$ cat config.mk
export PLATFORM = sky130hd
export DESIGN_NAME = cpu_run_ctrl
export DESIGN_NICKNAME = d
export VERILOG_FILES = /design/src/rtl/cpu_run_ctrl.sv
export SDC_FILE = /design/constraint.sdc
export NUM_CORES = 1
export LEC_CHECK = 0
export CORE_AREA = 2 2 172 174
export CTS_CLUSTER_DIAMETER = 200
export CTS_CLUSTER_SIZE = 14
export DETAILED_ROUTE_END_ITERATION = 7
export DIE_AREA = 0 0 174 176
export PLACE_DENSITY_LB_ADDON = 0.25
export SLEW_MARGIN = 20
export SYNTH_ARGS = -nofsm -noshare
export SYNTH_HDL_FRONTEND = slang
export SYNTH_SLANG_ARGS = --single-unit
$ cat constraint.sdc
create_clock -name CLOCK -period 3.7 [get_ports CLOCK]
set_clock_uncertainty 0.15 [all_clocks]
set_input_delay 0.555 -clock CLOCK [delete_from_list [all_inputs] [get_ports CLOCK]]
set_output_delay 0.555 -clock CLOCK [all_outputs]
set_load 0.02 [all_outputs]
$ cat src/rtl/cpu_run_ctrl.sv
// cpu_run_ctrl: run controller for the single-cycle LEGv8 core.
// Gates instruction commit through CPU_CE and supports free-run, single-step,
// run-N, PC breakpoints and halt-instruction detection. It also counts
// committed instructions.
//
// Command handshake: CMD_READY is tied high. A command transfers on every
// rising CLOCK edge where CMD_VALID is high. There is no backpressure, and
// nothing is queued.
module cpu_run_ctrl #(
    parameter int                PC_W    = 64,
    parameter int                INSN_W  = 32,
    parameter int                CYC_W   = 32,
    parameter int                NUM_BP  = 4,
    parameter logic [INSN_W-1:0] HALT_OP = 32'h14000000
) (
    input  logic                     CLOCK,
    input  logic                     RESET_N,
    input  logic                     CMD_VALID,
    output logic                     CMD_READY,
    input  logic [1:0]               CMD_OP,
    input  logic [CYC_W-1:0]         CMD_COUNT,
    input  logic [NUM_BP-1:0]        BP_EN,
    input  logic [NUM_BP*PC_W-1:0]   BP_ADDR,
    input  logic [PC_W-1:0]          PC,
    input  logic [INSN_W-1:0]        INSTRUCTION,
    output logic                     CPU_CE,
    output logic [1:0]               STATE,
    output logic [2:0]               HALT_CAUSE,
    output logic [2:0]               BP_IDX,
    output logic [CYC_W-1:0]         CYCLE_COUNT,
    output logic                     DONE,
    output logic                     CMD_ERR
);

    typedef enum logic [1:0] {
        ST_IDLE   = 2'd0,
        ST_RUN    = 2'd1,
        ST_COUNT  = 2'd2,
        ST_HALTED = 2'd3
    } state_t;

    localparam logic [1:0] OP_RUN   = 2'd0;
    localparam logic [1:0] OP_STEP  = 2'd1;
    localparam logic [1:0] OP_RUN_N = 2'd2;
    localparam logic [1:0] OP_STOP  = 2'd3;

    localparam logic [2:0] CAUSE_NONE  = 3'd0;
    localparam logic [2:0] CAUSE_STOP  = 3'd1;
    localparam logic [2:0] CAUSE_COUNT = 3'd2;
    localparam logic [2:0] CAUSE_BP    = 3'd3;
    localparam logic [2:0] CAUSE_HALT  = 3'd4;

    state_t           state_q, state_d;
    logic [CYC_W-1:0] remaining_q, remaining_d;
    logic [CYC_W-1:0] count_q, count_d;
    logic             skip_bp_q, skip_bp_d;
    logic [2:0]       cause_q, cause_d;
    logic [2:0]       bp_idx_q, bp_idx_d;
    logic             done_q, done_d;
    logic             cmd_err_q, cmd_err_d;

    logic             bp_hit;
    logic [2:0]       bp_hit_idx;
    logic             active;
    logic [2:0]       stop_cause;
    logic             cpu_ce;

    // Breakpoint match. Scan from the top index down, so the lowest matching index wins.
    always_comb begin
        bp_hit     = 1'b0;
        bp_hit_idx = 3'd0;
        for (int i = NUM_BP - 1; i >= 0; i--) begin
            if (BP_EN[i] && (BP_ADDR[i*PC_W +: PC_W] == PC)) begin
                bp_hit     = 1'b1;
                bp_hit_idx = 3'(i);
            end
        end
    end

    // Next state, commit gating and halt-cause selection. The stop priority is
    // STOP > HALT_INSN > BREAKPOINT > COUNT.
    always_comb begin
        state_d     = state_q;
        remaining_d = remaining_q;
        count_d     = count_q;
        skip_bp_d   = skip_bp_q;
        cause_d     = cause_q;
        bp_idx_d    = bp_idx_q;
        done_d      = 1'b0;
        cmd_err_d   = 1'b0;
        stop_cause  = CAUSE_NONE;
        cpu_ce      = 1'b0;
        active      = (state_q == ST_RUN) || (state_q == ST_COUNT);

        if (active) begin
            if (CMD_VALID && (CMD_OP == OP_STOP))
                stop_cause = CAUSE_STOP;
            else if (INSTRUCTION == HALT_OP)
                stop_cause = CAUSE_HALT;
            else if (bp_hit && !skip_bp_q)
                stop_cause = CAUSE_BP;
            else if ((state_q == ST_COUNT) && (remaining_q == '0))
                stop_cause = CAUSE_COUNT;

            if (stop_cause != CAUSE_NONE) begin
                state_d = ST_HALTED;
                cause_d = stop_cause;
                done_d  = 1'b1;
                if (stop_cause == CAUSE_BP)
                    bp_idx_d = bp_hit_idx;
            end else begin
                // The CPU commits on this edge.
                cpu_ce    = 1'b1;
                skip_bp_d = 1'b0;
                if (count_q != '1)
                    count_d = count_q + 1'b1;
                if (state_q == ST_COUNT)
                    remaining_d = remaining_q - 1'b1;
            end

            // Run commands are not accepted while the core is running.
            if (CMD_VALID && (CMD_OP != OP_STOP))
                cmd_err_d = 1'b1;
        end else if (CMD_VALID && (CMD_OP != OP_STOP)) begin
            // Any run command clears the previous halt reason. It also arms
            // skip_bp, so the core can leave a breakpoint PC without
            // hitting that breakpoint again.
            skip_bp_d = 1'b1;
            cause_d   = CAUSE_NONE;
            bp_idx_d  = 3'd0;
            case (CMD_OP)
                OP_RUN: state_d = ST_RUN;
                OP_STEP: begin
                    state_d     = ST_COUNT;
                    remaining_d = CYC_W'(1);
                end
                default: begin
                    state_d     = ST_COUNT;
                    remaining_d = CMD_COUNT;
                end
            endcase
        end
    end

    // State and status registers, cleared asynchronously by reset.
    always_ff @(posedge CLOCK or negedge RESET_N) begin
        if (!RESET_N) begin
            state_q     <= ST_IDLE;
            remaining_q <= '0;
            count_q     <= '0;
            skip_bp_q   <= 1'b0;
            cause_q     <= CAUSE_NONE;
            bp_idx_q    <= 3'd0;
            done_q      <= 1'b0;
            cmd_err_q   <= 1'b0;
        end else begin
            state_q     <= state_d;
            remaining_q <= remaining_d;
            count_q     <= count_d;
            skip_bp_q   <= skip_bp_d;
            cause_q     <= cause_d;
            bp_idx_q    <= bp_idx_d;
            done_q      <= done_d;
            cmd_err_q   <= cmd_err_d;
        end
    end

    assign CMD_READY   = 1'b1;
    assign CPU_CE      = cpu_ce;
    assign STATE       = state_q;
    assign HALT_CAUSE  = cause_q;
    assign BP_IDX      = bp_idx_q;
    assign CYCLE_COUNT = count_q;
    assign DONE        = done_q;
    assign CMD_ERR     = cmd_err_q;

endmodule
Word-level counts from Yosys, hierarchy flattened --
Index checks and enable logic that the tools add are counted.
Word-level totals: bits in registers 75, bits of input ports 393, output and inout bits 44
Cells by class: equality and inequality tests 17, muxes and demuxes 37, add/subtract/negate cells 2, reductions and logical operators 19, bitwise operators 1
Operators by type and width (count):
- 64-bit == test | 4
- 32-bit 2-to-1 mux | 4
- 32-bit one-hot mux with 2 select lines | 1
- 3-bit 2-to-1 mux | 12
- 32-bit by 1-bit adder with 32-bit output (second input constant) | 1
- 32-bit by 29-bit == test with 1-bit output (second input constant) | 1
- 32-bit logical NOT | 1
- 32-bit != test (second input constant) | 1
- 32-bit by 1-bit subtractor with 32-bit output (second input constant) | 1
- 2-bit 2-to-1 mux | 7
- 1-bit 2-to-1 mux | 13
- 1-bit logical AND | 8
- 2-bit by 1-bit != test with 1-bit output (second input constant) | 3
- 2-bit != test (second input constant) | 3
- 3-bit AND reduction | 2
- 2-bit by 1-bit == test with 1-bit output (second input constant) | 2
- 2-bit == test (second input constant) | 2
- 2-bit AND reduction | 2
- 4-bit AND reduction | 1
- 3-bit by 2-bit == test with 1-bit output (second input constant) | 1
- 3-bit nonzero test | 1
- 2-bit logical NOT | 1
- 2-bit nonzero test | 1
- 1-bit logical NOT | 1
- 2 further kinds | 2

Longest topological paths before layout --
word-level depth 15, mapped depth 14, gate-level depth less buffers 11

Worst setup path after synthesis --
No wires, ideal clock.
path kind input-to-reg, from input PC[40], to register remaining_q[27], setup time 0.127 ns, arrival time 3.000 ns, cell stages on the path 12, path buffers 3, slack 0.424 ns, required time 3.423 ns, cell sequence clkbuf_1 > xnor2_1 > nand4_1 > nor4_1 > nand2_1 > or4_1 > a41oi_2 > a21bo_1 > buf_6 > nor2_1 > buf_6 > a221o_2
Between the ends: cells in the longest elaborated chain, start to end 14, elaborated cells on any way between the ends 20, classes of those cells 5 x eq/ne; 8 x mux; 7 x reduce/logical
RTL lines:
- start, declared | RTL line 24 | input logic [PC_W-1:0] PC,
- 64-bit == test | RTL line 73 | if (BP_EN[i] && (BP_ADDR[i*PC_W +: PC_W] == PC)) begin
- 1-bit logical AND | RTL line 73
- 1-bit 2-to-1 mux (3 in series) | RTL line 73
- 1-bit 2-to-1 mux * | RTL line 73
- 1-bit logical AND * | RTL line 100 | else if (bp_hit && !skip_bp_q)
- 2-bit 2-to-1 mux * | RTL line 100
- 3-bit 2-to-1 mux * | RTL line 98 | else if (INSTRUCTION == HALT_OP)
- 3-bit 2-to-1 mux * | RTL line 96 | if (CMD_VALID && (CMD_OP == OP_STOP))
- 3-bit 2-to-1 mux * | RTL line 95 | if (active) begin
- 3-bit nonzero test * | RTL line 105 | if (stop_cause != CAUSE_NONE) begin
- 2-bit != test (no source line) *
- 4-bit AND reduction (no source line) *
- end signal, assigned | RTL line 158 | remaining_q <= remaining_d;
- end, declared | RTL line 54 | logic [CYC_W-1:0] remaining_q, remaining_d;
Every way passes the cells marked *; elsewhere a longest branch is shown, timed or not. The select of a mux whose other input is x is not followed. A chain may end at the register's enable or synchronous reset.

Final worst setup path --
from input PC[19], to output CPU_CE
Between the ends: cells in the longest elaborated chain, start to end 14, elaborated cells on any way between the ends 20, classes of those cells 4 x eq/ne; 10 x mux; 6 x reduce/logical
RTL lines:
- 64-bit == test | RTL line 73
- 1-bit logical AND | RTL line 73
- 1-bit 2-to-1 mux (3 in series) | RTL line 73
- 1-bit 2-to-1 mux * | RTL line 73
- 1-bit logical AND * | RTL line 100
- 2-bit 2-to-1 mux * | RTL line 100
- 3-bit 2-to-1 mux * | RTL line 98
- 3-bit 2-to-1 mux * | RTL line 96
- 3-bit 2-to-1 mux * | RTL line 95
- 3-bit nonzero test * | RTL line 105
- 1-bit 2-to-1 mux * | RTL line 105
- 1-bit 2-to-1 mux * | RTL line 95
- end, declared | RTL line 26 | output logic CPU_CE,
Marked as above.

==> impl_metrics.yaml <==
setup_path:
  critical_path.slowest_cell: "sky130_fd_sc_hd__clkdlybuf4s50_1"
  worst_setup_path_end_kind: "output port"
  timing.critical_path.slowest_cell_delay_ns: 0.45
  worstSetupPathType: "in2out"
  startpoint_type: "input pin"
  worstReg2RegStart: "remaining_q[12]$_DFFE_PN0P_"
  worstPathMaxFanout: 3
  cp.arrival_ns: 3.00
  worst-r2r-setup-slack_ns: 0.18
  rr_endpoint: "remaining_q[29]$_DFFE_PN0P_"
  ff2ff_path_depth: 10
  crit_buf_inv: 4
  cp_cell_sequence: "clkdlybuf4s50_1, buf_4, buf_4, xnor2_1, nand4_1, nor4_2, nand4_1, a41oi_4, a41oi_2, nor2b_4, buf_6"
  critPathRequiredTime_ns: 2.99
  crit_family: "simple AND/OR/NAND/NOR gates"
yosys:
  synth_sequential_area_ratio: 0.2533
  syn_avg_cell_area_um2: 8.492
  post-synth-top-area-cell: "sky130_fd_sc_hd__dfrtp_1"
  synth_cell_types: 70
  synthDominantCellAreaShare: 0.2533
  yosys-top-cells-area: "sky130_fd_sc_hd__dfrtp_1 25%, sky130_fd_sc_hd__xnor2_1 24%, sky130_fd_sc_hd__xor2_1 9.1%, sky130_fd_sc_hd__nand4_1 4.9%, sky130_fd_sc_hd__nor4_1 3.5%"
  netlist_instances: 861
  count_of_flip_flops_with_a_built_in_enable_after_synthesis: 0
  synth.yosys.warnings: 0
  postSynthNetCount: 1258
  synthArstFlopShare: 1.000
  ys_seq_elements: 74
  syn_area_mm2: 0.007312
  postSynth.topFlopCell: "sky130_fd_sc_hd__dfrtp_1"
clock_tree:
  cts_tree: "built"
  numClockSinks: 74
  clk-insertion-delay-late_ns: 0.35
  tritoncts.num_buffers: 9
  clk_transition_reported_paths_ns: 0.06
  htree_num_levels: 3
  cts_buffer_depth: 2
  clock_tree.root_cell: "sky130_fd_sc_hd__clkbuf_16"
timing:
  slew_violations: 0
  timing_worst_slew_pin_value_ns: 0.8031
  unrepaired_setup_endpoints_after_global_routing: "yes"
  max_clock_freq_mhz: 270.1
  period_share: 1.001
  slew-limit-headroom: 0.4646
  timing.final.crit_period_ns: 3.702
  finalSetupViolations: 1
  worst_slack_ns: -0.002350
  report.final.hold_viol_count: 0
  whs_ns: 0.09482
  timing.setup.tns_ns: -0.002350
placed_design:
  io_buffer_count: 434
  placed_cells: 1768
  routabilityCongestion: 1.069
  place.detailed.hpwl_mm: 36.24
worst_hold_path:
  worst_hold_check_path_type: "in2async"
finish:
  postLayoutCoreUtil: 0.4724
  layout.cells.most_common: "sky130_fd_sc_hd__clkdlybuf4s50_1"
  area_growth_syn_to_layout_pct: 84.43
  layout.nets: 1795
  share_of_cells_above_drive_strength_1: 0.1497
  post_layout_instance_count_excluding_filler_cells: 1801
  most-common-layout-cells: "380 x sky130_fd_sc_hd__clkdlybuf4s50_1, 190 x sky130_fd_sc_hd__xnor2_1, 128 x sky130_fd_sc_hd__buf_4, 75 x sky130_fd_sc_hd__xor2_1, 74 x sky130_fd_sc_hd__dfrtp_1"
routing:
  dr_total_vias: 8743
  drc_errors: 0
  average_wire_length_per_cell_after_detail_routing_um: 23.23
  post_drt_via_cell_ratio: 4.855
  final_antenna_net_count: 0
  drtIter0Drc: 600
  detailedRoute.firstPassIterationCount: 5
  routed_wl_mm: 41.84
power_and_ir_drop:
  share_clk_of_total_power: 0.179
  power_density_mw_per_mm2: 426.7
  power.ir.vdd_worst_mv: 0.4090
  swShare: 0.4181
  design_power_total_uw: 5754
  p_int_uw: 3348
  total_leakage_power_uw: 0.005322
  combinationalPowerShare: 0.596
  seq_power_share: 0.225
  power.switching_uw: 2406
global_route:
  grt_first_pass_wirelength_mm: 59.26
  globalRouteOverflowTotal: 0
  grt_start_max_net_pins: 75
  grt_util_all_layers: 0.2668
  grt_antenna_before_repair: 21
  number_of_global_route_vias_before_repair: 9004
floorplan:
  ioPinCount: 437
  starting_utilization_of_the_core_area: 0.2561
  design.core.area_mm2: 0.02855
  fp.dieArea_mm2: 0.03062
  dieWidth_um: 174
  fp.dieH_um: 176
  std_cell_rows: 62
job:
  timing.max_cap.violations: 0
status:
  status: "complete, but fails checks"
  failed_checks: "setup timing"
-- worst reg2reg max path: stages (launching register included) --
cell and delay (ns):
sky130_fd_sc_hd__dfrtp_1 0.41, sky130_fd_sc_hd__or4_1 0.57, sky130_fd_sc_hd__or3_1 0.39, sky130_fd_sc_hd__buf_4 0.15, sky130_fd_sc_hd__or4_4 0.54, sky130_fd_sc_hd__nand2b_4 0.18
sky130_fd_sc_hd__or3_4 0.36, sky130_fd_sc_hd__nor2_1 0.15, sky130_fd_sc_hd__nor2_1 0.05, sky130_fd_sc_hd__o21a_1 0.18, sky130_fd_sc_hd__a211o_1 0.26
-- cells by family (layout without fill, tap and decap cells) --
group,count (synthesis),after routing,synth area share
AND/OR/NAND/NOR,318,318,0.2437
XOR/XNOR,273,273,0.3270
AO/OA/AOI/OAI,113,113,0.1099
flip-flops,74,74,0.2533
buffers and inverters,73,615,0.05236
adder cells (fa/ha/maj),4,4,0.006845
multiplexers,4,4,0.005989
other,2,16,0.001027
-- cell type report --
type                            instances  area, um^2
Antenna cell                           14       35.03
Clock inverter                          6       115.1
Fill cell                            2835       15060
Clock buffer                           10       229.0
Inverter                               29       108.9
Tap cell                              384       480.5
Timing Repair Buffer                  570        5359
Sequential cell                        74        1852
Multi-Input combinational cell        714        5306
-- per-layer routing --
metal | share of wire | wire [um] | vias to the layer above | GRT usage
li1 | - | - | 4152 | -
met1 | 0.43 | 17940 | 4076 | 0.3395
met2 | 0.43 | 17960 | 438 | 0.4067
met3 | 0.12 | 4947 | 61 | 0.1230
met4 | 0.021 | 882 | 16 | 0.07248
met5 | 0.0026 | 107 | - | 0
-- registers in the layout (all words and copies together) (netlist names) --
| register | flops |
|---|---|
| CYCLE_COUNT | 32 |
| remaining_q | 32 |
| HALT_CAUSE | 3 |
| BP_IDX | 2 |
| STATE | 2 |
| CMD_ERR | 1 |
| DONE | 1 |
| skip_bp_q | 1 |
-- power groups by stage --
stage / clock network (uW) / logic, uW / registers (uW)
2_1_floorplan: 0 / 1940 / 1310
3_3_place_gp: 0 / 3320 / 1290
3_5_place_dp: 0 / 3360 / 1300
4_1_cts: 1050 / 3390 / 1290
5_1_grt: 1080 / 3730 / 1330
6_report: 1030 / 3430 / 1300
-- timing repair --
action	in CTS	in global routing
resized for setup	99	9
gates cloned	0	0
setup buffers	4	0
endpoints found under the setup margin	62	40
pin swaps	35	5
hold buffers	0	0
-- how the worst max path moves through the flow --
stage	startpoint	endpoint	depth (start not counted)
floorplan	PC[40]	remaining_q[27]$_DFFE_PN0P_	12
global placement	PC[9]	CPU_CE	11
detailed placement	PC[9]	CPU_CE	11
CTS	PC[55]	CPU_CE	10
global route	PC[25]	CPU_CE	10
finish	PC[19]	CPU_CE	11
-- per-stage QoR --
step                      cell area (um^2)  setup WS (ns)
after global routing                 13480       -0.09262
after floorplan                       7312         0.4237
after CTS                            13420       0.007959
after global placement               12890         -1.060
final                                13490      -0.002350
after detailed placement             12890         -1.024
-- synth_stat cells (8+ instances only) --
master	count
sky130_fd_sc_hd__xnor2_1	197
sky130_fd_sc_hd__xor2_1	76
sky130_fd_sc_hd__dfrtp_1	74
sky130_fd_sc_hd__nand4_1	57
sky130_fd_sc_hd__nand2_1	47
sky130_fd_sc_hd__nor2_1	42
sky130_fd_sc_hd__nor4_1	41
sky130_fd_sc_hd__nand3_1	34
sky130_fd_sc_hd__clkbuf_1	30
sky130_fd_sc_hd__inv_1	28
sky130_fd_sc_hd__o21ai_0	23
sky130_fd_sc_hd__a21oi_1	21
sky130_fd_sc_hd__nor3_1	19
sky130_fd_sc_hd__and3_1	17
sky130_fd_sc_hd__a211o_1	10
sky130_fd_sc_hd__and2_1	9
sky130_fd_sc_hd__o21a_1	9
sky130_fd_sc_hd__nand2b_1	8
sky130_fd_sc_hd__o211ai_1	8
(Power assumes the default switching activity.)
